==> src/rtl/quad_pkg.sv <==
// Shared types and the Gray-code transition decoder for the quadrature decoder.
package quad_pkg;

  typedef enum logic [0:0] {INIT, TRACK} fsm_t;

  typedef enum logic [1:0] {X_NONE, X_UP, X_DOWN, X_ILLEGAL} xition_t;

  // Map {A,B} onto its position in the up sequence 00->10->11->01.
  function automatic logic [1:0] gray_idx(input logic [1:0] ab);
    return {ab[0], ab[1] ^ ab[0]};
  endfunction

  function automatic xition_t decode(input logic [1:0] prev, input logic [1:0] next);
    logic [1:0] w_diff;
    w_diff = gray_idx(next) - gray_idx(prev);
    case (w_diff)
      2'd1:    return X_UP;
      2'd3:    return X_DOWN;
      2'd2:    return X_ILLEGAL;
      default: return X_NONE;
    endcase
  endfunction

endpackage

==> src/rtl/quad_decoder_sync_filter.sv <==
// Multi-flop synchronizer plus run-length glitch filter; strobes o_accept when a new value
// has been stable for FILTER_LEN cycles.
module sync_filter #(
  parameter int unsigned W           = 2,
  parameter int unsigned SYNC_STAGES = 2,
  parameter int unsigned FILTER_LEN  = 3
) (
  input  logic         clk,
  input  logic         rst,
  input  logic [W-1:0] i_d,
  input  logic         i_first,
  output logic [W-1:0] o_prev,
  output logic [W-1:0] o_next,
  output logic         o_accept
);

  localparam int unsigned CW = $clog2(FILTER_LEN + 1);
  localparam logic [CW-1:0] LEN = CW'(FILTER_LEN);

  logic [SYNC_STAGES-1:0][W-1:0] r_sync;
  logic [W-1:0]                  r_cand;
  logic [W-1:0]                  r_filt;
  logic [CW-1:0]                 r_cnt;

  logic [W-1:0]  w_sync;
  logic          w_changed;
  logic [CW-1:0] w_cnt_d;
  logic          w_reach;

  assign w_sync = r_sync[SYNC_STAGES-1];

  always_comb begin
    w_changed = (w_sync != r_cand);
    w_cnt_d   = r_cnt;
    if (w_changed) begin
      w_cnt_d = CW'(1);
    end else if (r_cnt != LEN) begin
      w_cnt_d = r_cnt + CW'(1);
    end
    // Fire only on the edge the run first reaches LEN, not while it sits saturated.
    w_reach  = (w_cnt_d == LEN) && (w_changed || (r_cnt != LEN));
    o_accept = w_reach && (i_first || (w_sync != r_filt));
  end

  always_ff @(posedge clk or posedge rst) begin
    if (rst) begin
      r_sync <= '0;
      r_cand <= '0;
      r_filt <= '0;
      r_cnt  <= '0;
    end else begin
      r_sync <= {r_sync[SYNC_STAGES-2:0], i_d};
      r_cand <= w_sync;
      r_cnt  <= w_cnt_d;
      if (o_accept) begin
        r_filt <= w_sync;
      end
    end
  end

  assign o_prev = r_filt;
  assign o_next = w_sync;

endmodule

==> src/rtl/quad_decoder.sv <==
// Quadrature decoder: filtered A/B Gray-code transitions drive a loadable wrapping position
// counter with direction, step pulse and sticky illegal-transition flag.
module quad_decoder
  import quad_pkg::*;
#(
  parameter int unsigned WIDTH       = 16,
  parameter int unsigned SYNC_STAGES = 2,
  parameter int unsigned FILTER_LEN  = 3
) (
  input  logic             clk,
  input  logic             rst,
  input  logic             a_in,
  input  logic             b_in,
  input  logic             load,
  input  logic [WIDTH-1:0] load_value,
  input  logic             err_clr,
  output logic [WIDTH-1:0] position,
  output logic             dir,
  output logic             step,
  output logic             err
);

  fsm_t             r_state;
  fsm_t             w_state_d;
  xition_t          w_xition;
  logic [1:0]       w_prev;
  logic [1:0]       w_next;
  logic             w_accept;
  logic             w_count;
  logic [WIDTH-1:0] r_position;
  logic             r_dir;
  logic             r_step;
  logic             r_err;

  sync_filter #(
    .W          (2),
    .SYNC_STAGES(SYNC_STAGES),
    .FILTER_LEN (FILTER_LEN)
  ) u_sync_filter (
    .clk     (clk),
    .rst     (rst),
    .i_d     ({a_in, b_in}),
    .i_first (r_state == INIT),
    .o_prev  (w_prev),
    .o_next  (w_next),
    .o_accept(w_accept)
  );

  always_comb begin
    w_state_d = r_state;
    w_xition  = X_NONE;
    if (w_accept) begin
      if (r_state == INIT) begin
        w_state_d = TRACK;
      end else begin
        w_xition = decode(w_prev, w_next);
      end
    end
    w_count = ((w_xition == X_UP) || (w_xition == X_DOWN)) && !load;
  end

  always_ff @(posedge clk or posedge rst) begin
    if (rst) begin
      r_state    <= INIT;
      r_position <= '0;
      r_dir      <= 1'b0;
      r_step     <= 1'b0;
      r_err      <= 1'b0;
    end else begin
      r_state <= w_state_d;
      r_step  <= w_count;
      if (load) begin
        r_position <= load_value;
      end else if (w_xition == X_UP) begin
        r_position <= r_position + WIDTH'(1);
      end else if (w_xition == X_DOWN) begin
        r_position <= r_position - WIDTH'(1);
      end
      if (w_count) begin
        r_dir <= (w_xition == X_UP);
      end
      // A new illegal transition outranks a simultaneous clear.
      if (w_xition == X_ILLEGAL) begin
        r_err <= 1'b1;
      end else if (err_clr) begin
        r_err <= 1'b0;
      end
    end
  end

  assign position = r_position;
  assign dir      = r_dir;
  assign step     = r_step;
  assign err      = r_err;

endmodule

==> config.mk <==
export PLATFORM = sky130hd
export DESIGN_NAME = quad_decoder
export DESIGN_NICKNAME = d
export VERILOG_FILES = /design/src/rtl/quad_pkg.sv /design/src/rtl/quad_decoder_sync_filter.sv /design/src/rtl/quad_decoder.sv
export SDC_FILE = /design/constraint.sdc
export NUM_CORES = 1
export LEC_CHECK = 0
export ABC_AREA = 1
export BUFFER_PORTS_ARGS = -buffer_cell sky130_fd_sc_hd__buf_2
export CAP_MARGIN = 20
export CORE_ASPECT_RATIO = 0.8
export CORE_UTILIZATION = 45
export CTS_CLUSTER_SIZE = 10
export DETAILED_ROUTE_END_ITERATION = 10
export PLACE_DENSITY = 0.66
export SLEW_MARGIN = 20
export SYNTH_ARGS = -nofsm -noshare
export SYNTH_HDL_FRONTEND = slang
export SYNTH_SLANG_ARGS = --single-unit
==> constraint.sdc <==
create_clock -name clk -period 7.5 [get_ports clk]
set_input_delay 0.75 -clock clk [delete_from_list [all_inputs] [get_ports clk]]
set_output_delay 0.75 -clock clk [all_outputs]
set_load 0.1 [all_outputs]
## Word level (Yosys, flattened, before mapping)

Index checks and enable logic that the tools add are counted.

- Word-level logic and storage cells: 46
- Register bits after elaboration: 30
- Bits of input ports: 22
- Output and inout port bits: 19

- Muxes and demuxes: 10
- $add $sub $neg: 4
- Bitwise logic cells: 3
- Eq/ne operators: 10
- Reductions and logical operators: 9

Operators by type and width:

| operator | number |
|---|---|
| 2-to-1 mux 16 bit | 3 |
| adder 16 x 1 -> 16 bit (second input constant) | 1 |
| subtractor 16 x 1 -> 16 bit (second input constant) | 1 |
| == test 2 bit (second input constant) | 5 |
| 2-to-1 mux 2 bit | 4 |
| one-hot mux 2 bit (3 select lines) | 1 |
| == test 2 x 1 -> 1 bit (second input constant) | 2 |
| inequality test 2 bit | 2 |
| logical AND 1 bit | 3 |
| logical OR 1 bit | 3 |
| nonzero test 3 bit | 1 |
| adder 2 x 1 -> 2 bit (second input constant) | 1 |
| 2-to-1 mux 1 bit | 2 |
| inequality test 2 bit (second input constant) | 1 |
| nonzero test 2 bit | 1 |
| subtractor 2 bit | 1 |
| bitwise XOR 1 bit | 2 |
| logical NOT 1 bit | 1 |
| inverter 1 bit | 1 |

## Logic depth before layout (Yosys ltp)

- Word-level depth: 11
- Depth in mapped cells: 21
- Mapped depth without buffers: 21

## Modules after synthesis

Synthesis repeated with hierarchy kept, for this count alone.

- Cells, all modules: 342
- Area total of the unflattened synthesis: 2443.6 um^2

By module, submodules not included:

| module | area an instance (um^2) | instances | cells an instance |
|---|---|---|---|
| quad_decoder | 2003.2 | 1 | 296 |
| sync_filter | 440.4 | 1 | 46 |

## Worst setup path before layout

OpenSTA, ideal clock, no wires.

- Kind: register to register
- From: register u_sync_filter.r_sync, in the netlist u_sync_filter.o_next[1]
- To: register r_position[7] (netlist: position[7])
- Arrival time: 3.101 ns
- Setup slack: 4.271 ns
- Stages on the path, launching flop included: 16
- Setup time: 0.127 ns
- Clock period less this slack: 3.229 ns
- Cells stage by stage: dfrtp_1 -> xnor2_1 -> ha_1 -> xor2_1 -> inv_1 -> ha_1 -> nor3_4 -> ha_1 -> inv_1 -> ha_1 -> or2_1 -> nand3_1 -> nand2_1 -> or2_0 -> nand3_1 -> nand3_1

- Word-level cells in the longest chain between the ends: 9
- Elaborated cells between the ends (all ways): 21
- Those cells by class: add/sub: 1; eq/ne: 8; mux: 6; bitwise: 1; reduce/logical: 5

Ends and longest elaborated chain:

| what | line | RTL |
|---|---|---|
| start: declaration | quad_decoder_sync_filter.sv:20 | `logic [SYNC_STAGES-1:0][W-1:0] r_sync;` |
| start signal: assignment | quad_decoder_sync_filter.sv:52 | `r_sync <= {r_sync[SYNC_STAGES-2:0], i_d};` |
| bitwise XOR 1 bit / inequality test 2 bit (equally long branches) | quad_pkg.sv:10, quad_decoder_sync_filter.sv:33 |  |
| subtractor 2 bit / 2-to-1 mux 2 bit (equally long branches) | quad_pkg.sv:15, quad_decoder_sync_filter.sv:35 |  |
| == test 2 bit, or another cell as far along | quad_pkg.sv:16 | `case (w_diff)` |
| one-hot mux 2 bit (3 select lines) / logical AND 1 bit (equally long branches) | quad_pkg.sv:16, quad_decoder_sync_filter.sv:41 |  |
| 2-to-1 mux 2 bit / logical AND 1 bit (equally long branches) | quad_decoder.sv:53, quad_decoder_sync_filter.sv:42 |  |
| 2-to-1 mux 2 bit * | quad_decoder.sv:52 | `if (w_accept) begin` |
| == test 2 x 1 -> 1 bit | quad_decoder.sv:74 | `end else if (w_xition == X_UP) begin` |
| 2-to-1 mux 16 bit | quad_decoder.sv:74 |  |
| 2-to-1 mux 16 bit | quad_decoder.sv:72 | `if (load) begin` |
| end signal: assignment | quad_decoder.sv:73 | `r_position <= load_value;` |
| end signal: assignment | quad_decoder.sv:75 | `r_position <= r_position + WIDTH'(1);` |
| end signal: assignment | quad_decoder.sv:77 | `r_position <= r_position - WIDTH'(1);` |
| end: declaration | quad_decoder.sv:30 | `logic [WIDTH-1:0] r_position;` |

Every way passes the cells marked *; elsewhere a longest branch is shown, timed or not.
A chain may end at the register's enable or synchronous reset.

## Final worst setup path

- From: register u_sync_filter.r_sync, in the netlist u_sync_filter.o_next[0]
- To: register r_position[7] (netlist: position[7])

The elaborated chain is that of the path after synthesis.

==> reports/qor.yml <==
ys.flop_type: "dfrtp_1"
fp.dieH_microns: 66.5
ctsHoldBuffers: 0
dieArea_sq_um: 5500
tns_ns: 0
hold_violations: 0
max-vdd-ir-drop_mv: 0.130
gp_congestion: 0.857
ant_nets: 0
cp.arrival_ns: 3.80
top_usage_layer: "met1"
leakagePower_nw: 1.56
async_flop_share: 1.00
synth_area_per_cell_sq_um: 7.08
required_ns: 7.66
dp_slack_ns: 3.87
vias_per_cell: 4.94
drt-pass1-iter-count: 5
yosysSeqAreaShare: 0.320
dp_hpwl_mm: 4.28
area_delta_synth_final_pct: 16.2
holdWs_ns: 0.351
wire_per_inst_microns: 12.6
synth_nets: 376
synth_edf_count: 0
final_nets: 421
drtIter0Drc: 99
worstMarginPinSlew_ns: 0.551
h-tree-depth: 2
status: "complete, no violations"
yosys_warnings: 0
max_slew_margin: 0.633
finalSetupViolations: 0
use_met3: 0.0452
cts.clk_slew.worst_paths_ns: 0.07
rsz0062_at_grt: "false"
placementRows: 23
layout_min_cycle_time_ns: 3.64
cts_max_path_buffers: 2
core-area_sq_um: 5010
maxSlewViolCount: 0
end_kind: "flop"
fillers: 526
vias: 2167
p_per_area_nw_per_um2: 235
fin_crit_sh: 0.485
crit_path_start_kind: "flop"
cts_setup_buffers: 0
fmax_mhz: 275
postLayoutSetupSlackWorst_ns: 3.86
synth_cell_types: 31
antenna_cells: 0
yosys_register_bits: 30
ctsRootBufferMaster: "clkbuf_8"
grt_max_degree: 31
grt_overflow_total: 0
grt_use_met2: 0.330
hp-class: "flop to flop"
critPathMaxFanout: 16
drive_gt1_frac: 0.167
start_util: 0.468
grt_pass1_vias: 2003
finalClockSkew_ns: 0.00858
postSynthCellCount: 331
cap_violations: 0
cts_tree: "done"
final_common_cell: "nand2_1"
port_buffers: 40
antenna_found_initial: 0
final_cell_mix: "nand2_1, inv_1, buf_2, dfrtp_1, nand3_1"
drc: 0
grt.total_usage: 0.233
ios: 41
fin_util: 0.544
grt_pass1_wl_mm: 9.49
wl_mm: 5.55
synth_area_sq_um: 2340
cts_made_buffers: 5
clock_latency_ns: 0.29
die_w_microns: 82.7
clkSinkCount: 30
crit_type: "flop to flop"
ctsResizeCount: 0
grt_util_met1: 0.359
-- where the power goes --
part / switching [mW] / total, mW / internal, mW
logic: 0.196 / 0.276 / 0.0794
registers: 0.0164 / 0.196 / 0.180
clock network: 0.0685 / 0.167 / 0.0988
-- state kept, by name, indices dropped and copies added (netlist names) --
register              flops
r_state                   1
step                      1
u_sync_filter.o_prev      2
u_sync_filter.o_next      2
u_sync_filter.r_sync      2
dir                       1
position                 16
u_sync_filter.r_cand      2
err                       1
u_sync_filter.r_cnt       2
-- synthesized netlist by cell type, types with 4 or more instances --
master | number | area share
nand2_1 | 107 | 0.17
inv_1 | 55 | 0.088
dfrtp_1 | 30 | 0.32
nand3_1 | 28 | 0.060
ha_1 | 22 | 0.12
nor2_1 | 19 | 0.030
a21oi_1 | 12 | 0.026
a22o_1 | 6 | 0.022
o21ai_0 | 6 | 0.013
xnor2_1 | 6 | 0.022
inv_2 | 5 | 0.0080
xor2_1 | 4 | 0.015
-- metal layers --
layer  wire length [microns]  up-vias
met5                       0        -
met4                      44        0
li1                        -     1137
met1                    2980      962
met3                     318        7
met2                    2210       61
-- final timing paths --
kind	start	depth (start not counted)	to	slack (ns)
min in group asynchronous	rst	3	position[2]	0.53
min reg2reg	u_sync_filter.r_sync[0]	0	u_sync_filter.o_next[0]	0.35
min	u_sync_filter.r_sync[0]	0	u_sync_filter.o_next[0]	0.35
max in group asynchronous	rst	3	err	6.68
max	u_sync_filter.o_next[0]	15	position[7]	3.86
max reg2reg	u_sync_filter.o_next[0]	15	position[7]	3.86
-- critical path: stages (launching register included) --
cell     delay, ns
dfrtp_1       0.45
xnor2_1       0.16
ha_1          0.21
xor2_1        0.19
inv_1         0.08
ha_1          0.31
nor3_4        0.22
ha_1          0.30
inv_1         0.31
ha_1          0.44
or2_1         0.25
nand3_1       0.11
nand2_1       0.13
or2_0         0.22
nand3_1       0.07
nand3_1       0.07
-- stage by stage --
stage	std cells	power (mW)	cell area, sq um
3_5_place_dp	431	0.473	2610
2_1_floorplan	331	0.420	2340
5_1_grt	439	0.688	2720
3_3_place_gp	431	0.470	2610
6_report	439	0.639	2720
4_1_cts	439	0.644	2720
-- logic make-up after synthesis --
kind of cell / share of synthesized area
AO/OA/AOI/OAI: 0.0806
buffers and inverters: 0.107
AND/OR/NAND/NOR: 0.328
adder cells (fa/ha/maj): 0.126
XOR/XNOR: 0.0374
flip-flops: 0.320
-- cell type report --
cell class / count / area, sq um / area share
Inverter: 61 / 231 / 0.0850
Multi-Input combinational cell: 237 / 1340 / 0.493
Sequential cell: 30 / 751 / 0.276
Clock buffer: 5 / 68.8 / 0.0253
Clock inverter: 3 / 45.0 / 0.0165
Timing Repair Buffer: 41 / 208 / 0.0763
Tap cell: 62 / 77.6 / 0.0285
Power figures use the tool's default switching activity.
